**config.mk**
```make
export PLATFORM = sky130hd
export DESIGN_NAME = div_issue_ctrl_flat
export DESIGN_NICKNAME = d
export VERILOG_FILES = /design/src/rtl/riscx_div_pkg.sv /design/src/rtl/div_issue_ctrl_if.sv /design/src/rtl/div_sign_fix.sv /design/src/rtl/div_issue_ctrl.sv /design/src/flat_wrapper.sv
export SDC_FILE = /design/constraint.sdc
export NUM_CORES = 1
export LEC_CHECK = 0
export ABC_AREA = 1
export BUFFER_PORTS_ARGS = -buffer_cell sky130_fd_sc_hd__buf_2
export CAP_MARGIN = 10
export CORE_UTILIZATION = 40
export DETAILED_ROUTE_END_ITERATION = 10
export PLACE_DENSITY_LB_ADDON = 0.15
export SLEW_MARGIN = 5
export SYNTH_ARGS = -nofsm -noshare
export SYNTH_HDL_FRONTEND = slang
export SYNTH_HIERARCHICAL = 1
export SYNTH_SLANG_ARGS = --single-unit
```
**constraint.sdc**
```tcl
create_clock -name clock -period 2.1 [get_ports clock]
set_input_delay 0.63 -clock clock [delete_from_list [all_inputs] [get_ports clock]]
set_output_delay 0.63 -clock clock [all_outputs]
set_load 0.05 [all_outputs]
```
**src/rtl/riscx_div_pkg.sv**
```systemverilog
// Shared types and constants for the RISC-V M-extension divide path.
// Operation encoding follows the funct3[1:0] order DIV, DIVU, REM, REMU.
package riscx_div_pkg;

    localparam int XLEN = 32;

    typedef enum logic [1:0] {
        OP_DIV  = 2'd0,
        OP_DIVU = 2'd1,
        OP_REM  = 2'd2,
        OP_REMU = 2'd3
    } div_op_e;

    typedef enum logic [2:0] {
        S_IDLE,
        S_LAUNCH,
        S_WAIT,
        S_FIXUP,
        S_RESP,
        S_DRAIN
    } div_ctrl_state_e;

    localparam logic [XLEN-1:0] DIV_ZERO_QUOT = '1;
    localparam logic [XLEN-1:0] XLEN_INT_MIN  = {1'b1, {(XLEN-1){1'b0}}};

    function automatic logic op_is_signed(div_op_e op);
        return (op == OP_DIV) || (op == OP_REM);
    endfunction

    function automatic logic op_is_rem(div_op_e op);
        return (op == OP_REM) || (op == OP_REMU);
    endfunction

endpackage

```
**src/rtl/div_issue_ctrl_if.sv**
```systemverilog
// EX-side request/response bus of the divide controller; suffixes are from the controller's view.
// Request is valid/ready, response is valid/ready, flush kills the in-flight op.
interface div_issue_ctrl_if;
    import riscx_div_pkg::*;

    logic            req_valid_i;
    logic            req_ready_o;
    div_op_e         op_i;
    logic [XLEN-1:0] rs1_i;
    logic [XLEN-1:0] rs2_i;
    logic            flush_i;
    logic            rsp_valid_o;
    logic            rsp_ready_i;
    logic [XLEN-1:0] rsp_data_o;

    modport slave (
        input  req_valid_i, op_i, rs1_i, rs2_i, flush_i, rsp_ready_i,
        output req_ready_o, rsp_valid_o, rsp_data_o
    );

    modport master (
        output req_valid_i, op_i, rs1_i, rs2_i, flush_i, rsp_ready_i,
        input  req_ready_o, rsp_valid_o, rsp_data_o
    );

endinterface

```
**src/rtl/div_sign_fix.sv**
```systemverilog
// Two-lane conditional two's-complement negate: abs() on operands, sign restore on results.
// Purely combinational; abs of the most negative value wraps back to itself.
module div_sign_fix #(
    parameter int W = 32
) (
    input  logic [W-1:0] a_i,
    input  logic [W-1:0] b_i,
    input  logic         neg_a_i,
    input  logic         neg_b_i,
    output logic [W-1:0] a_o,
    output logic [W-1:0] b_o
);

    assign a_o = neg_a_i ? -a_i : a_i;
    assign b_o = neg_b_i ? -b_i : b_i;

endmodule

```
**src/rtl/div_issue_ctrl.sv**
```systemverilog
// Issues DIV/DIVU/REM/REMU to an unsigned iterative core; fast path 1 cycle, normal done+2.
// One op in flight; req_ready only in IDLE, response held until rsp_ready_i or flush.
module div_issue_ctrl
    import riscx_div_pkg::*;
(
    input  logic            clock,
    input  logic            nreset,
    div_issue_ctrl_if.slave ex,
    output logic            div_valid_o,
    output logic [XLEN-1:0] div_a_o,
    output logic [XLEN-1:0] div_b_o,
    input  logic            div_done_i,
    input  logic [XLEN-1:0] div_quot_i,
    input  logic [XLEN-1:0] div_rem_i,
    output logic [31:0]     last_cycles_o
);

    div_ctrl_state_e state_q;
    div_op_e         op_q;
    logic            neg_quot_q;
    logic            neg_rem_q;
    logic [XLEN-1:0] quot_q;
    logic [XLEN-1:0] rem_q;
    logic            div_valid_q;
    logic [XLEN-1:0] div_a_q;
    logic [XLEN-1:0] div_b_q;
    logic            rsp_valid_q;
    logic [XLEN-1:0] rsp_data_q;
    logic [31:0]     cnt_q;
    logic [31:0]     last_q;

    logic            accept;
    logic            sgn_op;
    logic            sign_a;
    logic            sign_b;
    logic [XLEN-1:0] mag_a;
    logic [XLEN-1:0] mag_b;
    logic            div_by_zero;
    logic            sgn_ovf;
    logic            fast_path;
    logic [XLEN-1:0] fast_data;
    logic [XLEN-1:0] fix_quot;
    logic [XLEN-1:0] fix_rem;

    assign ex.req_ready_o = (state_q == S_IDLE) && !ex.flush_i;
    assign accept         = ex.req_valid_i && ex.req_ready_o;

    assign sgn_op = op_is_signed(ex.op_i);
    assign sign_a = sgn_op && ex.rs1_i[XLEN-1];
    assign sign_b = sgn_op && ex.rs2_i[XLEN-1];

    div_sign_fix #(.W(XLEN)) u_opnd_fix (
        .a_i     (ex.rs1_i),
        .b_i     (ex.rs2_i),
        .neg_a_i (sign_a),
        .neg_b_i (sign_b),
        .a_o     (mag_a),
        .b_o     (mag_b)
    );

    div_sign_fix #(.W(XLEN)) u_res_fix (
        .a_i     (quot_q),
        .b_i     (rem_q),
        .neg_a_i (neg_quot_q),
        .neg_b_i (neg_rem_q),
        .a_o     (fix_quot),
        .b_o     (fix_rem)
    );

    // Cases the core must never see: zero divisor and INT_MIN / -1.
    assign div_by_zero = (ex.rs2_i == '0);
    assign sgn_ovf     = sgn_op && (ex.rs1_i == XLEN_INT_MIN) && (ex.rs2_i == '1);
    assign fast_path   = div_by_zero || sgn_ovf;

    always_comb begin
        fast_data = '0;
        if (div_by_zero) begin
            fast_data = op_is_rem(ex.op_i) ? ex.rs1_i : DIV_ZERO_QUOT;
        end else if (!op_is_rem(ex.op_i)) begin
            fast_data = XLEN_INT_MIN;
        end
    end

    always_ff @(posedge clock or negedge nreset) begin
        if (!nreset) begin
            state_q     <= S_IDLE;
            op_q        <= OP_DIV;
            neg_quot_q  <= 1'b0;
            neg_rem_q   <= 1'b0;
            quot_q      <= '0;
            rem_q       <= '0;
            div_valid_q <= 1'b0;
            div_a_q     <= '0;
            div_b_q     <= '0;
            rsp_valid_q <= 1'b0;
            rsp_data_q  <= '0;
            cnt_q       <= '0;
            last_q      <= '0;
        end else begin
            div_valid_q <= 1'b0;
            cnt_q       <= cnt_q + 32'd1;
            case (state_q)
                S_IDLE: begin
                    if (accept) begin
                        op_q       <= ex.op_i;
                        neg_quot_q <= sign_a ^ sign_b;
                        neg_rem_q  <= sign_a;
                        cnt_q      <= 32'd1;
                        if (fast_path) begin
                            rsp_data_q  <= fast_data;
                            rsp_valid_q <= 1'b1;
                            last_q      <= 32'd1;
                            state_q     <= S_RESP;
                        end else begin
                            div_a_q     <= mag_a;
                            div_b_q     <= mag_b;
                            div_valid_q <= 1'b1;
                            state_q     <= S_LAUNCH;
                        end
                    end
                end
                S_LAUNCH: begin
                    state_q <= ex.flush_i ? S_IDLE : S_WAIT;
                end
                S_WAIT: begin
                    // A done coinciding with the flush has already retired the core op.
                    if (ex.flush_i) begin
                        state_q <= div_done_i ? S_IDLE : S_DRAIN;
                    end else if (div_done_i) begin
                        quot_q  <= div_quot_i;
                        rem_q   <= div_rem_i;
                        state_q <= S_FIXUP;
                    end
                end
                S_FIXUP: begin
                    if (ex.flush_i) begin
                        state_q <= S_IDLE;
                    end else begin
                        rsp_data_q  <= op_is_rem(op_q) ? fix_rem : fix_quot;
                        rsp_valid_q <= 1'b1;
                        last_q      <= cnt_q + 32'd1;
                        state_q     <= S_RESP;
                    end
                end
                S_RESP: begin
                    if (ex.flush_i || ex.rsp_ready_i) begin
                        rsp_valid_q <= 1'b0;
                        state_q     <= S_IDLE;
                    end
                end
                S_DRAIN: begin
                    if (div_done_i) begin
                        state_q <= S_IDLE;
                    end
                end
                default: begin
                    state_q <= S_IDLE;
                end
            endcase
        end
    end

    assign div_valid_o    = div_valid_q && !ex.flush_i;
    assign div_a_o        = div_a_q;
    assign div_b_o        = div_b_q;
    assign ex.rsp_valid_o = rsp_valid_q;
    assign ex.rsp_data_o  = rsp_data_q;
    assign last_cycles_o  = last_q;

endmodule

```
**src/flat_wrapper.sv**
```systemverilog
// flat-port wrapper written by rule: the top's interface ports become plain ports
module div_issue_ctrl_flat import riscx_div_pkg::*;
  (clock, nreset, div_valid_o, div_a_o, div_b_o, div_done_i, div_quot_i, div_rem_i, last_cycles_o, ex_req_valid_i, ex_op_i, ex_rs1_i, ex_rs2_i, ex_flush_i, ex_rsp_ready_i, ex_req_ready_o, ex_rsp_valid_o, ex_rsp_data_o);
  div_issue_ctrl_if ex_i ();
  input  logic clock;
  input  logic nreset;
  output logic div_valid_o;
  output logic [XLEN-1:0] div_a_o;
  output logic [XLEN-1:0] div_b_o;
  input  logic div_done_i;
  input  logic [XLEN-1:0] div_quot_i;
  input  logic [XLEN-1:0] div_rem_i;
  output logic [31:0] last_cycles_o;
  input wire logic [$bits(ex_i.req_valid_i)-1:0] ex_req_valid_i;
  input wire logic [$bits(ex_i.op_i)-1:0] ex_op_i;
  input wire logic [$bits(ex_i.rs1_i)-1:0] ex_rs1_i;
  input wire logic [$bits(ex_i.rs2_i)-1:0] ex_rs2_i;
  input wire logic [$bits(ex_i.flush_i)-1:0] ex_flush_i;
  input wire logic [$bits(ex_i.rsp_ready_i)-1:0] ex_rsp_ready_i;
  output wire logic [$bits(ex_i.req_ready_o)-1:0] ex_req_ready_o;
  output wire logic [$bits(ex_i.rsp_valid_o)-1:0] ex_rsp_valid_o;
  output wire logic [$bits(ex_i.rsp_data_o)-1:0] ex_rsp_data_o;
  assign ex_i.req_valid_i = ex_req_valid_i;
  assign ex_i.op_i = ex_op_i;
  assign ex_i.rs1_i = ex_rs1_i;
  assign ex_i.rs2_i = ex_rs2_i;
  assign ex_i.flush_i = ex_flush_i;
  assign ex_i.rsp_ready_i = ex_rsp_ready_i;
  assign ex_req_ready_o = ex_i.req_ready_o;
  assign ex_rsp_valid_o = ex_i.rsp_valid_o;
  assign ex_rsp_data_o = ex_i.rsp_data_o;
  div_issue_ctrl u_core (.clock(clock), .nreset(nreset), .ex(ex_i), .div_valid_o(div_valid_o), .div_a_o(div_a_o), .div_b_o(div_b_o), .div_done_i(div_done_i), .div_quot_i(div_quot_i), .div_rem_i(div_rem_i), .last_cycles_o(last_cycles_o));
endmodule
```
======== After elaboration in Yosys (flattened, before gate mapping) ========
Index checks and enable logic that the tools add are counted.
storage, ports and cells
  register bits after elaboration ......... 233
  latch bits .............................. 0
  bits in writable memories ............... 0
  bits in read-only memories .............. 0
  bits of input ports ..................... 136
  output and inout bits ................... 131
  logic and storage cells ................. 98
  memories kept ........................... 0
cells by class
  $add $sub $neg .......................... 5
  multipliers ............................. 0
  div/mod/pow operators ................... 0
  $lt $le $gt $ge ......................... 0
  equal/unequal tests ..................... 17
  shifts and indexed selects .............. 0
  multiplexer cells ....................... 36
  bitwise operators ....................... 3
  reduce and logical (&&, ||, !) cells .... 24
operator list
  kind                                                   number
  two-way mux 32 bit                                     16
  negation 32 bit                                        4
  one-hot mux 32 bit (2 select lines)                    2
  equality test 32 bit, second input constant            2
  adder 32 x 1 -> 32 bit, second input constant          1
  logical NOT 32 bit                                     1
  two-way mux 3 bit                                      8
  one-hot mux 3 bit (6 select lines)                     1
  equality test 2 bit, second input constant             4
  AND reduction 4 bit                                    2
  logical AND 1 bit                                      7
  two-way mux 1 bit                                      7
  equality test 3 x 2 -> 1 bit, second input constant    2
  equality test 3 bit, second input constant             2
  inequality test 2 x 1 -> 1 bit, second input constant  3
  AND reduction 3 bit                                    2
  logical OR 1 bit                                       5
  AND reduction 5 bit                                    1
  inequality test 2 bit, second input constant           2
  equality test 3 x 1 -> 1 bit, second input constant    1
  logical NOT 3 bit                                      1
  inequality test 3 bit, second input constant           1
  one-hot mux 1 bit (3 select lines)                     1
  nonzero test 3 bit                                     1
  other kinds (7)                                        8

======== Depth between registers and ports, before layout ========
  word-level depth ........................ 8
  mapped depth ............................ 16
  mapped depth without buffers ............ 16

======== By module ========
The synthesis kept the hierarchy.
by module, submodules not included
  module                             times used  cells an instance  area each (µm²)  seq. area each (µm²)
  div_issue_ctrl                     1           1316               11011.8          5805.6
  div_sign_fix at u_core.u_res_fix   1           454                2105.8           0.0
  div_sign_fix at u_core.u_opnd_fix  1           453                2103.3           0.0

======== Least setup slack after synthesis ========
Ideal clock, no wire load.
  path type ............................... in2reg
  start ................................... input ex_flush_i
  end ..................................... register u_core.rsp_data_q[0] (netlist: u_core/ex.rsp_data_o[0])
  setup time .............................. 0.119 ns
  arrival ................................. 2.096 ns
  slack ................................... -0.116 ns
  stages on the path ...................... 10
  buffers on the path ..................... 2
  cell sequence ........................... nor3_4 -> nand2_1 -> nand2_1 -> nand2_1 -> a21oi_4 -> nand3_2 -> buf_6 -> buf_6 -> nand2_1 -> nand2_1
between the ends
  cells in the longest elaborated chain, start to end .. 5
ends and longest elaborated chain
  item                                             line                   RTL
  from (decl)                                      flat_wrapper.sv:18     input wire logic [$bits(ex_i.flush_i)-1:0] ex_flush_i;
  logical NOT 1 bit                                div_issue_ctrl.sv:45   assign ex.req_ready_o = (state_q == S_IDLE) && !ex.flush_i;
  logical AND 1 bit                                div_issue_ctrl.sv:45
  logical AND 1 bit                                div_issue_ctrl.sv:46   assign accept = ex.req_valid_i && ex.req_ready_o;
  inequality test 2 x 1 -> 1 bit (no source line)  n/a
  AND reduction 4 bit (no source line) (*)         n/a
  to (signal assigned)                             div_issue_ctrl.sv:110  rsp_data_q <= fast_data;
  to (signal assigned)                             div_issue_ctrl.sv:139  rsp_data_q <= op_is_rem(op_q) ? fix_rem : fix_quot;
  to (decl)                                        div_issue_ctrl.sv:28   logic [XLEN-1:0] rsp_data_q;
Mark *: on every way between the ends. The rest lies on a longest branch, timed or not.
A chain may end at the register's enable or synchronous reset.

======== Worst setup path after layout ========
  start ................................... register u_core.state_q[0]
  end ..................................... output ex_req_ready_o
between the ends
  cells in the longest elaborated chain, start to end .. 2
ends and longest elaborated chain
  item                    line                   RTL
  from (decl)             div_issue_ctrl.sv:18   div_ctrl_state_e state_q;
  from (signal assigned)  div_issue_ctrl.sv:123  state_q <= ex.flush_i ? S_IDLE : S_WAIT;
  from (signal assigned)  div_issue_ctrl.sv:128  state_q <= div_done_i ? S_IDLE : S_DRAIN;
  logical NOT 3 bit       div_issue_ctrl.sv:45
  logical AND 1 bit       div_issue_ctrl.sv:45
  to (decl)               flat_wrapper.sv:20     output wire logic [$bits(ex_i.req_ready_o)-1:0] ex_req_ready_o;
No other way between the ends.

==> Flow_metrics.wiki <==
{| class="wikitable"
! Metric !! Value
|-
| Area growth from synthesis to final layout || 27.5%
|-
| Sink Count || 232
|-
| Final Hold Slack || between 0.2 and 0.3 ns
|-
| Dominant combinational cell family by area after synthesis || simple AND/OR/NAND/NOR gates
|-
| Vias per inst || a little under 5
|-
| Critical Path Sink Type || output port
|-
| Deepest clock path buffer count || 3
|-
| CORE AREA || 0.0376 sq mm
|-
| Master cell of the clock root buffer || sky130_fd_sc_hd__clkbuf_16
|-
| Power density over the cells || between 1000 and 1500 mW/mm^2
|-
| Fmax || 465 MHz
|-
| Critical path startpoint category || flip-flop
|-
| Horizontal die dimension || between 150 and 200 um
|-
| Final-stage net count || between 2k and 3k
|-
| Most used flip-flop cell after synthesis || sky130_fd_sc_hd__dfrtp_1
|-
| Syn_nets || ~2.4k
|-
| Fillers || 3902
|-
| Total of endpoints with negative setup slack in the final report || 1
|-
| Fraction of the mapped netlist area in compound gates || 0.0520
|-
| Hold violation total from the final report || 0
|-
| First-pass GRT wire length || a little under 80 mm
|-
| Normalized max-slew margin || 0.677
|-
| Post-synthesis average cell area || 6.85 sq um
|-
| Outcome || finished, violations left
|-
| Flip-flop and latch count after synthesis || between 200 and 250
|-
| Non-filler cells, final || 3136
|-
| Kind of path behind the tightest hold check || in2reg
|-
| Placed Area || about 0.018 sq mm
|-
| Count of input and output buffers || 266
|-
| Sequence of cells on the critical path || inv_2 > nand2_4 > nor3_4 > buf_6 > buf_8
|-
| Worst setup startpoint || u_core/state_q[0]$_DFFE_PN0P_
|-
| Xor/xnor cell area share of the yosys netlist || 0.0409
|-
| Worst-Margin Slew || about 0.48 ns
|-
| Arrival time at the worst endpoint || 1.52 ns
|-
| Simple-gate portion of the synthesized area || 0.401
|-
| Flop2flop setup slack || about 0.080 ns
|-
| Full die area || roughly 0.039 sq mm
|-
| Maximum number of pins on one net before global-route repair || 65
|-
| I/O pin total || roughly 270
|-
| Critical path class || reg2out
|-
| Number of core rows || between 70 and 80
|-
| Residual DRC || 0
|-
| DR pass1 iterations || 5
|-
| Total congestion overflow after global routing || 0
|-
| Overall routed net length || slightly below 50 mm
|-
| Leading area contributor after synthesis || sky130_fd_sc_hd__dfrtp_1
|-
| Worst setup margin || -0.0523 ns
|-
| Worst ir drop on vdd || around 0.9 mV
|-
| Remaining antenna violation count after routing || 0
|-
| Largest stage delay, worst path || ~0.40 ns
|-
| Worst hold path startpoint || div_quot_i[28]
|-
| Slew Viols, Final || 0
|-
| DIE HEIGHT || 197 um
|-
| Final HPWL DP || ~38 mm
|-
| EDFF count, synth || 0
|-
| Slowest cell on the critical path || sky130_fd_sc_hd__dfrtp_1
|-
| TritonCTS clock tree || done
|-
| Async SR Flop Fraction || 1.00
|-
| Post-route standard cell area excluding fillers || just under 0.02 sq mm
|-
| Proportion of layout cells with a drive suffix above 1 || 0.270
|-
| Combined global-route utilization of all metal layers || 0.250
|-
| Portion of synthesized cell area occupied by the leading cell type || 0.381
|-
| Synthesized cell area || around 0.015 sq mm
|-
| Count of mapped cells out of synthesis || 2223
|-
| Largest cells by area after synthesis || sky130_fd_sc_hd__dfrtp_1 38%, sky130_fd_sc_hd__nand2_1 22%, sky130_fd_sc_hd__nor2_1 7.1%
|-
| Clock tree skew after final layout || 0.0201 ns
|-
| Portion of the post-synthesis area used by sequential elements || 0.381
|-
| Largest driver fanout on the critical path || 2
|-
| Effective utilization at floorplan || 0.405
|-
| Via count of the first global-routing pass || 14.7k
|-
| Weighted congestion at the end of routability-driven global placement || ~0.93
|-
| H-tree levels || 1
|-
| Portion of netlist area occupied by mux cells || 0.0473
|-
| Number of buffers inserted during clock tree synthesis || 27
|-
| Worst setup slack before clock tree synthesis || -0.235 ns
|-
| Post-layout power || around 29 mW
|-
| RSZ-0062 raised after global routing || yes
|-
| Number of antenna violations at the first check in global routing || 2
|-
| Average detailed-routed wire length per instance || 15.6 um
|-
| R2R Path Start || u_core/rem_q[1]$_DFFE_PN0P_
|-
| Ys Warns || 6
|-
| Number of distinct library cells after synthesis || 40
|-
| Max Cap Viol || 0
|-
| Cell count after placement || a little over 3k
|-
| Clock Pin Slew Worst Setup and Hold Paths || 0.06 ns
|-
| Shortest period the worst path allows || about 2.2 ns
|-
| Fraction of the mapped netlist area in adder cells || 0.00411
|-
| Iteration-0 DRC Markers || approximately 910
|-
| Tcrit/Tclk final || 1.02
|-
| Leak pwr || just over 10 nW
|-
| Worst endpoint required time || roughly 1.5 ns
|-
| Total number of vias || around 15k
|-
| Violated checks || negative setup slack
|-
| Clock latency at the later pin of the worst-skew pair || 0.58 ns
|}
==> final timing paths <==
check | end | cells after the start
max | ex_req_ready_o | 5
min in group asynchronous | u_core/div_b_o[16]$_DFFE_PN0P_ | 2
max reg2reg | u_core/ex.rsp_data_o[10]$_DFFE_PN0P_ | 13
max in group asynchronous | u_core/rem_q[11]$_DFFE_PN0P_ | 3
min reg2reg | u_core/last_cycles_o[9]$_DFFE_PN0P_ | 2
min | u_core/quot_q[28]$_DFFE_PN0P_ | 2
==> stage by stage <==
step           TNS (ns)  utilization
2_1_floorplan     -2.67            -
3_3_place_gp     -26.33        0.481
3_5_place_dp     -24.67        0.481
4_1_cts         -0.0695        0.507
5_1_grt          -0.166        0.516
6_report        -0.0523        0.516
==> flip-flops by register name, summed over array words and instances (netlist names) <==
name                   cells
u_core/cnt_q              32
u_core/div_a_o            32
u_core/div_b_o            32
u_core/ex.rsp_data_o      32
u_core/last_cycles_o      32
u_core/quot_q             32
u_core/rem_q              32
u_core/state_q             3
u_core/div_valid_q         1
u_core/ex.rsp_valid_o      1
u_core/neg_quot_q          1
u_core/neg_rem_q           1
u_core/op_q                1
==> area by class of cell <==
class,instances,area [sq um],area share
antenna,3,7.51,0.000387
clock buffer,39,771,0.0397
clock inverter,7,106,0.00548
inverter,183,687,0.0354
multi-input combinational,1731,8550,0.441
sequential,232,5820,0.300
tap,511,639,0.0330
timing repair buffer,430,2820,0.145
==> per-layer routing <==
layer | track usage | up-vias | share of wire
li1 | - | 7710 | -
met1 | 0.330 | 7195 | 0.45
met2 | 0.436 | 370 | 0.49
met3 | 0.0251 | 53 | 0.038
met4 | 0.0666 | 0 | 0.024
met5 | 0 | - | 0
==> repair_timing <==
action,CTS,global route
endpoints found under the setup margin,4,31
pin swaps,2,27
buffers inserted,6,12
gates resized for setup,9,107
hold buffers,1,0
hold endpoints to repair,35,0
==> logic make-up after synthesis <==
kind of cell             after synthesis
flip-flops                           232
XOR/XNOR                              71
multiplexers                          64
adder cells (fa/ha/maj)                5
AND/OR/NAND/NOR                     1441
AO/OA/AOI/OAI                        150
buffers and inverters                260
==> critical path: cells and delay by family, from the launching register on <==
kind / cells / cell delay (ns)
buf+inv: 3 / 0.35
flops: 1 / 0.40
simple gates: 2 / 0.19
==> placed cells by master, fill, tap and decap left out, drive strengths merged, types with 5 or more instances in the layout <==
cell type  instances
or2               44
nand2            891
a21oi             38
nand3b             7
clkbuf            39
nor2             331
dfrtp            232
buf              429
inv              183
ha                 5
mux2              64
nand4             43
o21ai            104
xnor2             41
nor3              16
nand3            101
xor2              30
==> synth_stat cells (3+ instances only) <==
| cell type | n |
|---|---|
| sky130_fd_sc_hd__nand3_1 | 100 |
| sky130_fd_sc_hd__inv_2 | 6 |
| sky130_fd_sc_hd__or2_2 | 43 |
| sky130_fd_sc_hd__nor2_1 | 289 |
| sky130_fd_sc_hd__nand3b_1 | 7 |
| sky130_fd_sc_hd__buf_6 | 6 |
| sky130_fd_sc_hd__buf_2 | 26 |
| sky130_fd_sc_hd__nor2_4 | 24 |
| sky130_fd_sc_hd__nor4_1 | 3 |
| sky130_fd_sc_hd__dfrtp_1 | 232 |
| sky130_fd_sc_hd__mux2_2 | 64 |
| sky130_fd_sc_hd__ha_1 | 5 |
| sky130_fd_sc_hd__nand4_1 | 43 |
| sky130_fd_sc_hd__a21oi_1 | 37 |
| sky130_fd_sc_hd__inv_1 | 176 |
| sky130_fd_sc_hd__o21ai_1 | 3 |
| sky130_fd_sc_hd__xor2_1 | 30 |
| sky130_fd_sc_hd__buf_4 | 15 |
| sky130_fd_sc_hd__nor2_2 | 18 |
| sky130_fd_sc_hd__xnor2_1 | 41 |
| sky130_fd_sc_hd__nor3_1 | 15 |
| sky130_fd_sc_hd__nand2_1 | 874 |
| sky130_fd_sc_hd__nand2_2 | 17 |
| sky130_fd_sc_hd__clkbuf_1 | 27 |
| sky130_fd_sc_hd__o21ai_0 | 99 |
| sky130_fd_sc_hd__and2_1 | 4 |
==> where the power goes <==
group          switching (mW)  internal [mW]
clock                    1.93           2.79
combinational            10.7           5.25
sequential               1.69           6.27
No activity file was read; power rests on OpenSTA's default activity.
